## src/rtl/sprite_line_pkg.sv

```systemverilog
// Shared types and helpers for the sprite line engine.
//   state_t      : engine FSM states
//   OFS_*        : byte offsets of the four attribute bytes of a sprite
//   attr_t       : decoded sprite attributes {x, y, tile, color, flip}
//   transparent(): true when every used bitplane of a pixel is 1
// Optional feature macro: SPRITE_XFLIP_EN (decoded in sprite_line_engine).
package sprite_line_pkg;

  typedef enum logic [2:0] {
    ST_IDLE,
    ST_READ,
    ST_CHECK,
    ST_FETCH0,
    ST_FETCH1,
    ST_EMIT,
    ST_NEXT
  } state_t;

  localparam logic [1:0] OFS_X    = 2'd0;
  localparam logic [1:0] OFS_TILE = 2'd1;
  localparam logic [1:0] OFS_Y    = 2'd2;
  localparam logic [1:0] OFS_HI   = 2'd3;

  typedef struct packed {
    logic [8:0] x;
    logic [8:0] y;
    logic [9:0] tile;
    logic [3:0] color;
    logic       flip;
  } attr_t;

  localparam int MAX_PLANES = 8;

  // Only the low 'planes' bits take part; the rest of the vector is ignored.
  function automatic logic transparent(input logic [MAX_PLANES-1:0] pix, input int planes);
    logic t;
    t = 1'b1;
    for (int p = 0; p < MAX_PLANES; p++) begin
      if (p < planes) t = t & pix[p];
    end
    return t;
  endfunction

endpackage

```

## src/rtl/sprite_attr_ram.sv

```systemverilog
// Sprite attribute byte RAM.
//   clk, RESETn          : clock, synchronous active-low reset (cpu_dout only)
//   cpu_cs/cpu_we        : CPU select / write strobe
//   cpu_addr, cpu_din    : CPU byte address and write data
//   cpu_dout             : registered CPU read data, updates on cpu_cs&!cpu_we
//   eng_addr, eng_dout   : engine read port, one cycle latency
// A read of a byte written in the same cycle returns the previous contents.
module sprite_attr_ram #(
  parameter int DEPTH = 256,
  parameter int AW    = 8
) (
  input  logic          clk,
  input  logic          RESETn,
  input  logic          cpu_cs,
  input  logic          cpu_we,
  input  logic [AW-1:0] cpu_addr,
  input  logic [7:0]    cpu_din,
  output logic [7:0]    cpu_dout,
  input  logic [AW-1:0] eng_addr,
  output logic [7:0]    eng_dout
);

  logic [7:0] mem [DEPTH];

  always_ff @(posedge clk) begin
    if (cpu_cs && cpu_we) mem[cpu_addr] <= cpu_din;
    eng_dout <= mem[eng_addr];
  end

  always_ff @(posedge clk) begin
    if (!RESETn)                cpu_dout <= '0;
    else if (cpu_cs && !cpu_we) cpu_dout <= mem[cpu_addr];
  end

endmodule

```

## src/rtl/sprite_line_engine.sv

```systemverilog
// Sprite line engine: on each line_start scans every sprite against line_v,
// fetches the matching tile row (two 8-pixel halves) from graphics ROM and
// streams the opaque pixels to a line-buffer writer.
//   clk, RESETn              : clock, synchronous active-low reset
//   cpu_cs/we/addr/din/dout  : CPU access to the attribute RAM
//   line_start, line_v       : start pulse and line number to prepare
//   rom_req/addr/ack/data    : graphics ROM fetch, addr = {tile, row, half}
//   out_valid/ready/x/pix/color : pixel beat stream
//   busy, overflow           : line in progress / too many sprites on line
//   dbg_state                : current FSM state
// Optional feature macro: SPRITE_XFLIP_EN -- byte3[5] becomes the X flip
// bit, the top tile bit is forced to 0 and byte3[6] supplies tile[8].
module sprite_line_engine
  import sprite_line_pkg::*;
#(
  parameter int NUM_SPRITES  = 64,
  parameter int PLANES       = 3,
  parameter int TILE_BITS    = 10,
  parameter int ROW_BITS     = 4,
  parameter int MAX_PER_LINE = 16
) (
  input  logic                            clk,
  input  logic                            RESETn,
  input  logic                            cpu_cs,
  input  logic                            cpu_we,
  input  logic [$clog2(NUM_SPRITES)+1:0]  cpu_addr,
  input  logic [7:0]                      cpu_din,
  output logic [7:0]                      cpu_dout,
  input  logic                            line_start,
  input  logic [8:0]                      line_v,
  output logic                            rom_req,
  output logic [TILE_BITS+ROW_BITS:0]     rom_addr,
  input  logic                            rom_ack,
  input  logic [8*PLANES-1:0]             rom_data,
  output logic                            out_valid,
  input  logic                            out_ready,
  output logic [8:0]                      out_x,
  output logic [PLANES-1:0]               out_pix,
  output logic [3:0]                      out_color,
  output logic                            busy,
  output logic                            overflow,
  output state_t                          dbg_state
);

  localparam int IW = $clog2(NUM_SPRITES);
  localparam int HW = $clog2(MAX_PER_LINE + 1);

  state_t                state, state_nx;
  logic [IW-1:0]         idx;
  logic [2:0]            rd_cnt;
  logic [7:0]            attr_b [4];
  logic [7:0]            eng_dout;
  logic [8:0]            line_q;
  logic [ROW_BITS-1:0]   row_q;
  logic [HW-1:0]         hit_cnt;
  logic [8*PLANES-1:0]   rom_h0, rom_h1;
  logic [3:0]            k;
  logic                  k_done;

  attr_t                 attr;
  logic [8:0]            row9;
  logic                  hit;
  logic [3:0]            src;
  logic [8*PLANES-1:0]   hdata;
  logic [2:0]            bsel;
  logic [PLANES-1:0]     cur_pix;
  logic [MAX_PLANES-1:0] pix_ext;
  logic                  cur_opaque;
  logic                  beat_free;
  logic                  step;
  logic                  unused_bits;

  sprite_attr_ram #(.DEPTH(4*NUM_SPRITES), .AW(IW+2)) u_ram (
    .clk      (clk),
    .RESETn   (RESETn),
    .cpu_cs   (cpu_cs),
    .cpu_we   (cpu_we),
    .cpu_addr (cpu_addr),
    .cpu_din  (cpu_din),
    .cpu_dout (cpu_dout),
    .eng_addr ({idx, rd_cnt[1:0]}),
    .eng_dout (eng_dout)
  );

  always_comb begin
    attr       = '0;
    attr.x     = {attr_b[OFS_HI][4], attr_b[OFS_X]};
    attr.y     = {attr_b[OFS_HI][7], attr_b[OFS_Y]};
    attr.color = attr_b[OFS_HI][3:0];
`ifdef SPRITE_XFLIP_EN
    attr.tile  = {1'b0, attr_b[OFS_HI][6], attr_b[OFS_TILE]};
    attr.flip  = attr_b[OFS_HI][5];
`else
    attr.tile  = {attr_b[OFS_HI][6:5], attr_b[OFS_TILE]};
    attr.flip  = 1'b0;
`endif
  end

  assign unused_bits = ^{attr};

  // Row within the sprite; wraps mod 512 so sprites straddle line 0.
  always_comb begin
    row9 = line_q - attr.y;
    hit  = (row9 < 9'(2**ROW_BITS));
  end

  // Pixel at position k; a flipped sprite reads source pixel 15-k.
  always_comb begin
`ifdef SPRITE_XFLIP_EN
    src = attr.flip ? ~k : k;
`else
    src = k;
`endif
    hdata   = src[3] ? rom_h1 : rom_h0;
    bsel    = 3'd7 - src[2:0];
    cur_pix = '0;
    for (int p = 0; p < PLANES; p++) cur_pix[p] = hdata[8*p + int'(bsel)];
    pix_ext = '0;
    pix_ext[PLANES-1:0] = cur_pix;
    cur_opaque = !transparent(pix_ext, PLANES);
  end

  // Beat handshake: a beat is offered while out_valid=1 and its x/pix/color
  // hold until the cycle with out_valid&out_ready, when it completes. Only
  // then (or with no beat offered) is the next pixel position processed.
  assign beat_free = !out_valid || out_ready;
  assign step      = (state == ST_EMIT) && !k_done && beat_free;

  always_ff @(posedge clk) begin
    if (!RESETn) state <= ST_IDLE;
    else         state <= state_nx;
  end

  always_comb begin
    state_nx = state;
    if (line_start) begin
      state_nx = ST_READ;
    end else begin
      case (state)
        ST_IDLE:   state_nx = ST_IDLE;
        ST_READ:   if (rd_cnt == 3'd4) state_nx = ST_CHECK;
        ST_CHECK:  begin
          if (!hit)                               state_nx = ST_NEXT;
          else if (hit_cnt == HW'(MAX_PER_LINE))  state_nx = ST_IDLE;
          else                                    state_nx = ST_FETCH0;
        end
        ST_FETCH0: if (rom_ack) state_nx = ST_FETCH1;
        ST_FETCH1: if (rom_ack) state_nx = ST_EMIT;
        ST_EMIT:   if (k_done && beat_free) state_nx = ST_NEXT;
        ST_NEXT:   state_nx = (idx == IW'(NUM_SPRITES-1)) ? ST_IDLE : ST_READ;
        default:   state_nx = ST_IDLE;
      endcase
    end
  end

  always_comb begin
    rom_req   = (state == ST_FETCH0) || (state == ST_FETCH1);
    rom_addr  = rom_req ? {attr.tile[TILE_BITS-1:0], row_q, state == ST_FETCH1} : '0;
    busy      = (state != ST_IDLE);
    dbg_state = state;
  end

  always_ff @(posedge clk) begin
    if (!RESETn) begin
      idx       <= '0;
      rd_cnt    <= '0;
      for (int i = 0; i < 4; i++) attr_b[i] <= '0;
      line_q    <= '0;
      row_q     <= '0;
      hit_cnt   <= '0;
      overflow  <= 1'b0;
      rom_h0    <= '0;
      rom_h1    <= '0;
      k         <= '0;
      k_done    <= 1'b0;
      out_valid <= 1'b0;
      out_x     <= '0;
      out_pix   <= '0;
      out_color <= '0;
    end else if (line_start) begin
      idx       <= '0;
      rd_cnt    <= '0;
      hit_cnt   <= '0;
      overflow  <= 1'b0;
      out_valid <= 1'b0;
      line_q    <= line_v;
    end else begin
      case (state)
        ST_READ: begin
          rd_cnt <= rd_cnt + 3'd1;
          // Data for the byte addressed last cycle arrives now.
          if (rd_cnt != 3'd0) attr_b[rd_cnt[1:0] - 2'd1] <= eng_dout;
        end
        ST_CHECK: begin
          row_q  <= row9[ROW_BITS-1:0];
          k      <= '0;
          k_done <= 1'b0;
          if (hit && hit_cnt == HW'(MAX_PER_LINE)) overflow <= 1'b1;
          else if (hit)                            hit_cnt  <= hit_cnt + HW'(1);
        end
        ST_FETCH0: if (rom_ack) rom_h0 <= rom_data;
        ST_FETCH1: if (rom_ack) rom_h1 <= rom_data;
        ST_EMIT: begin
          if (out_valid && out_ready) out_valid <= 1'b0;
          if (step) begin
            if (cur_opaque) begin
              out_valid <= 1'b1;
              out_x     <= attr.x + 9'(k);
              out_pix   <= cur_pix;
              out_color <= attr.color;
            end
            if (k == 4'd15) k_done <= 1'b1;
            else            k      <= k + 4'd1;
          end
        end
        ST_NEXT: begin
          rd_cnt <= '0;
          idx    <= (idx == IW'(NUM_SPRITES-1)) ? '0 : idx + IW'(1);
        end
        default: ;
      endcase
    end
  end

endmodule

```

## config.mk

```make
export PLATFORM = sky130hd
export DESIGN_NAME = sprite_line_engine
export DESIGN_NICKNAME = d
export VERILOG_FILES = /design/src/rtl/sprite_line_pkg.sv /design/src/rtl/sprite_attr_ram.sv /design/src/rtl/sprite_line_engine.sv
export SDC_FILE = /design/constraint.sdc
export NUM_CORES = 2
export LEC_CHECK = 0
export ABC_CLOCK_PERIOD_IN_PS = 9600
export CORE_UTILIZATION = 47
export DETAILED_ROUTE_END_ITERATION = 10
export PLACE_DENSITY = 0.67
export SYNTH_ARGS = -nofsm -noshare
export SYNTH_HDL_FRONTEND = slang
export SYNTH_SLANG_ARGS = --single-unit
```

## constraint.sdc

```tcl
create_clock -name clk -period 9.6 [get_ports clk]
set_input_delay 2.88 -clock clk [delete_from_list [all_inputs] [get_ports clk]]
set_output_delay 2.88 -clock clk [all_outputs]
set_load 0.03 [all_outputs]
```

## Word-level counts from Yosys, hierarchy flattened

Memories as Yosys holds them, arrays and structs flattened. A register that Yosys moved wholly into a read port is not among the register bits.
Index checks and enable logic that the tools add are counted.

- Flip-flop bits (word level): 101
- Memory bits (read-only): 0
- Bits in writable memories: 2,080
- Bits in latches: 0
- Memories kept: 2
- Output and inout port bits: 46
- Bits of input ports: 56

- Divide/modulo/power cells: 0
- Bitwise gates (word level): 6
- Add/subtract/negate cells: 10
- Reductions and logical operators: 29
- Mux-type cells: 41
- Multipliers: 0
- Order comparisons: 4
- Shifts and indexed selects: 0
- Equality and inequality tests: 21

Memory list:

| name | depth | width | rd ports | clocked after Yosys merged registers in | wr ports | RTL line | RTL |
|---|---|---|---|---|---|---|---|
| u_ram.mem | 256 | 8 | 2 | 2 | 1 | sprite_attr_ram.sv:23 | `logic [7:0] mem [DEPTH];` |
| attr_b | 4 | 8 | 4 | 0 | 4 | sprite_line_engine.sv:51 | `logic [7:0] attr_b [4];` |

Operators by type and width:

| cell | number |
|---|---|
| $mux 24 | 1 |
| $mux 1 | 21 |
| $reduce_and 4->1 | 5 |
| $pmux 3 s6 | 1 |
| $mux 15 | 1 |
| $mux 3 | 5 |
| $eq 3x3->1 const B | 4 |
| $bmux 1 s5 | 2 |
| $ne 2x2->1 const B | 5 |
| $add 9x4->9 | 1 |
| $lt 9x5->1 const B | 1 |
| $ne 3x3->1 const B | 3 |
| $reduce_and 3->1 | 3 |
| $sub 9x9->9 | 1 |
| $mux 4 | 2 |
| $mux 8 | 1 |
| $pmux 4 s2 | 1 |
| $reduce_or 8->1 | 1 |
| $logic_and 1x1->1 | 7 |
| $add 5x3->6 const A | 1 |
| $add 6x1->6 const B | 1 |
| $eq 3x2->1 const B | 2 |
| $eq 6x6->1 const B | 1 |
| $lt 3x6->1 const B | 1 |
| other kinds (26) | 39 |

## Longest topological paths before layout

- Depth after elaboration: 9
- Depth in mapped cells: 12

## Modules after synthesis

A second synthesis with hierarchy kept.

- Cells, all modules: 5,143
- Area total of the unflattened synthesis: 102,189.3 um^2

By module, submodules not included:

| module | times used | cells an instance | area each (um^2) |
|---|---|---|---|
| sprite_attr_ram | 1 | 4,459 | 95,648.0 |
| sprite_line_engine | 1 | 684 | 6,541.3 |

## Worst setup path before layout

Ideal clock, no wire load.

- Kind: input port to flip-flop
- Start: input cpu_addr[0]
- End: memory u_ram.mem[115][0] (enable)
- Library setup time: 0.370 ns
- Required time: 9.230 ns
- Path slack: 4.062 ns
- Data arrival time: 5.168 ns
- Path buffers: 7
- Stages on the path: 11
- Path through: buf_4 -> buf_4 -> buf_4 -> buf_4 -> buf_4 -> buf_4 -> nand2_1 -> nor2_1 -> nand2_1 -> buf_2 -> nor2_1

RTL lines:

| item | RTL line | RTL |
|---|---|---|
| from (decl) | sprite_line_engine.sv:26 | `input logic [$clog2(NUM_SPRITES)+1:0] cpu_addr,` |
| to (decl) | sprite_attr_ram.sv:23 |  |

No word-level cell before the write port.

==> run_results.csv <==
group,metric,value,unit
timing,finalClockSkew,56.91,ps
logic_synthesis,synth.distinct_cells,82,
critical_path,ff2ff_path_depth,10,
final_layout,fillers,16980,
grt,grt_pass1_vias,63840,
route,drc,0,
timing,worstMarginPinSlew,1407,ps
route,first_iter_violations,12150,
final_layout,multi_input_area,0.03581,sq mm
clock_tree,clkSlewWorstSetupHoldPaths,70,ps
pwr,power.density,181.1,mW/mm^2
critical_path,rr_endpoint,"u_ram.eng_dout[7]",
logic_synthesis,syn_area,0.1030,sq mm
route,highest_layer,"met5",
logic_synthesis,synthAdderAreaFrac,0.002575,
clock_tree,clock_sinks,2197,
logic_synthesis,synth-edff-count,2080,
timing,maxSlewViolCount,0,
logic_synthesis,ys.warnings.count,0,
clock_tree,h-tree-depth,4,
route,routed_wirelength,369300,um
critical_path,startpoint_type,"primary input",
critical_path,r2r_slack,4160,ps
pwr,combPwrFrac,0.058,
logic_synthesis,syn_inst,5988,
grt,grt_start_max_net_pins,176,
clock_tree,cts_tree,"done",
timing,setup_violations,0,
critical_path,crit_required,10350,ps
timing,clock.fmax,146.7,MHz
final_layout,layout.cells.non_filler,9081,
min_path,worstHoldStart,"out_color[3]",
place,gp_congestion,1.033,
min_path,min_path_type,"register to register",
timing,rsz0062_at_grt,"false",
job,drv_cap,0,
logic_synthesis,ys_ff_latch,2197,
final_layout,final_common_cell,"edfxtp_1",
route,wl_met3,56650,um
pwr,p_seq_frac,0.508,
pwr,swShare,0.2280,
pwr,finalPower,0.02074,W
grt,overflow,0,
logic_synthesis,synth_top_family_by_area,"multiplexers",
logic_synthesis,syn-num-nets,6064,
final_layout,fin_nets,6093,
logic_synthesis,synthFlopType,"edfxtp_1",
outcome,status,"finished, final reports clean",
grt,grtUsageTotal,0.3300,
min_path,hold_end,"out_color[3]",
pwr,power.leakage,34.67,nW
timing,finalHoldViolations,0,
final_layout,regArea,0.06482,sq mm
critical_path,startpoint,"cpu_addr[3]",
timing,slew_headroom,0.05393,
pwr,pwr-share-clk,0.434,
floorplanning,dieArea,0.2210,sq mm
route,via_per_inst,7.339,
final_layout,fin_util,0.5267,
logic_synthesis,synth_mux_area_frac,0.2356,
place,dp_hpwl,240700,um
pwr,p_switching,0.004729,W
critical_path,critPathKind,"primary input to register",
final_layout,drive_gt1_frac,0.2446,
critical_path,worstPathMaxFanout,31,
place,dp.cells,8645,
clock_tree,cts_root_buffer,"clkbuf_16",
floorplanning,core-area,0.2174,sq mm
place,port_buffers,101,
timing,fin_crit,6818,ps
floorplanning,die_y,470.1,um
critical_path,end_kind,"register",
final_layout,layout_common_cells,"2080 x edfxtp_1, 909 x mux4_2, 349 x nor2_1",
floorplanning,boundaryPins,102,
critical_path,crit_arrival,7570,ps
route,wl_met1,126800,um
pwr,p_int,0.01601,W
logic_synthesis,async_reset_ff_frac,0,
logic_synthesis,avgSynthCellArea,17.20,sq um
route,num_vias,66640,
final_layout,areaGrowthSynthToFinish,11.17,%
clock_tree,clockBufferDepth,3,
clock_tree,cts_buffers,224,
grt,antenna_found_initial,34,
pwr,vdd_drop_max,0.1624,mV
clock_tree,cts_resized,0,
route,dr.pass1.iters,7,
critical_path,reg2reg_from,"rd_cnt[0]",
logic_synthesis,synth-compound-area-share,0.05633,
floorplanning,die_x,470.1,um
clock_tree,cts_setup_buffers,0,
logic_synthesis,synthSimpleGateAreaFrac,0.05051,
route,routed-wl-met2,157100,um
floorplanning,rows,171,
clock_tree,cts_hold_buffers,0,
timing,fin_setup_tns,0,ps
grt,grt_first_pass_wirelength,507700,um
floorplanning,start_util,0.4738,
clock_tree,clk_latency,920,ps
logic_synthesis,synthXorXnorAreaFrac,0.001191,
min_path,hold_depth,2,
timing,period_share,0.7102,
logic_synthesis,ys_seq_area_frac,0.6292,
route,wl_per_cell,40.67,um
route,postRouteAntennaNets,0,
==> worst max-delay path by stage <==
| stage | end | cells after the start |
|---|---|---|
| 4_1_cts | u_ram.cpu_dout[0] | 10 |
| 2_1_floorplan | u_ram.mem[115][0] | 11 |
| 6_report | u_ram.cpu_dout[0] | 10 |
| 3_5_place_dp | u_ram.cpu_dout[0] | 10 |
| 3_3_place_gp | u_ram.cpu_dout[0] | 10 |
| 5_1_grt | u_ram.cpu_dout[0] | 8 |
==> per-stage QoR <==
stage          hold WS (ps)  worst slack, ps  area, sq um
3_5_place_dp          442.5             2165       107000
2_1_floorplan         433.2             4062       103000
6_report              446.0             2782       114500
4_1_cts               450.3             3113       114400
5_1_grt               465.6             3004       114500
3_3_place_gp          437.7             2230       107000
==> cell type report <==
| type | count | share of cell area |
|---|---|---|
| Timing Repair Buffer | 280 | 0.02319 |
| Clock buffer | 272 | 0.05151 |
| Clock inverter | 143 | 0.01377 |
| Antenna cell | 21 | 0.0004590 |
| Tap cell | 2854 | 0.03119 |
| Inverter | 27 | 0.0009289 |
| Multi-Input combinational cell | 3287 | 0.3128 |
| Sequential cell | 2197 | 0.5662 |
==> power by group through the flow <==
stage | registers (W) | clock network, W | logic [W]
final | 0.0105 | 0.00900 | 0.00121
after global routing | 0.0105 | 0.00934 | 0.00122
after CTS | 0.0105 | 0.00899 | 0.00117
after detailed placement | 0.0107 | 0 | 0.00116
after global placement | 0.0107 | 0 | 0.00115
after floorplan | 0.0107 | 0 | 0.000630
==> sequential cells by signal, summed over array words and instances (netlist names), 3 cells and up <==
| register | count |
|---|---|
| out_x | 9 |
| rom_h0 | 24 |
| line_q | 9 |
| rom_h1 | 24 |
| attr_b | 32 |
| out_pix | 3 |
| hit_cnt | 5 |
| u_ram.cpu_dout | 8 |
| idx | 6 |
| u_ram.mem | 2048 |
| row_q | 4 |
| rd_cnt | 3 |
| out_color | 4 |
| dbg_state | 3 |
| u_ram.eng_dout | 8 |
| k | 4 |
==> routing by layer <==
| layer | vias to the layer above | GRT usage |
|---|---|---|
| li1 | 25020 | - |
| met1 | 34260 | 0.4265 |
| met2 | 6007 | 0.4693 |
| met3 | 1326 | 0.1241 |
| met4 | 32 | 0.2076 |
| met5 | - | 0.0008652 |
==> critical path, stage by stage <==
cell and delay (ps):
buf_4 520, buf_4 650, buf_4 350, and2_2 870, a22oi_1 230, a22o_1 290, a2111oi_0 510, nor3_1 100
nor4_1 940, a21oi_1 150
==> cell families (layout without fill, tap and decap cells) <==
kind of cell               after synthesis  in the layout
muxes                                 1283           1283
adders and majority gates               20             20
other                                    0             21
buffers and inverters                  504            722
xor gates and xnor gates                14             14
DFF                                   2197           2197
and+or+nand+nor                       1122           1122
AOI/OAI and AO/OA                      848            848
==> cells in the mapped netlist, types with 37 or more instances <==
library cell | instances | area [sq um]
nand3_1 | 123 | 615.6
mux4_2 | 909 | 20470
nand2_1 | 345 | 1295
clkbuf_1 | 184 | 690.7
a221oi_1 | 57 | 499.2
and2_1 | 50 | 312.8
nand2b_1 | 37 | 231.5
mux2_2 | 38 | 427.9
a211oi_1 | 47 | 352.8
edfxtp_1 | 2080 | 62460
buf_2 | 144 | 720.7
o21ai_0 | 83 | 415.4
a21oi_1 | 184 | 920.9
nor2_1 | 354 | 1329
nor2b_1 | 54 | 337.8
a22oi_1 | 157 | 1179
mux2i_1 | 336 | 3363
o22ai_1 | 71 | 444.2
buf_4 | 68 | 510.5
dfxtp_1 | 117 | 2342
buf_1 | 53 | 198.9
No activity file was read; power rests on OpenSTA's default activity.
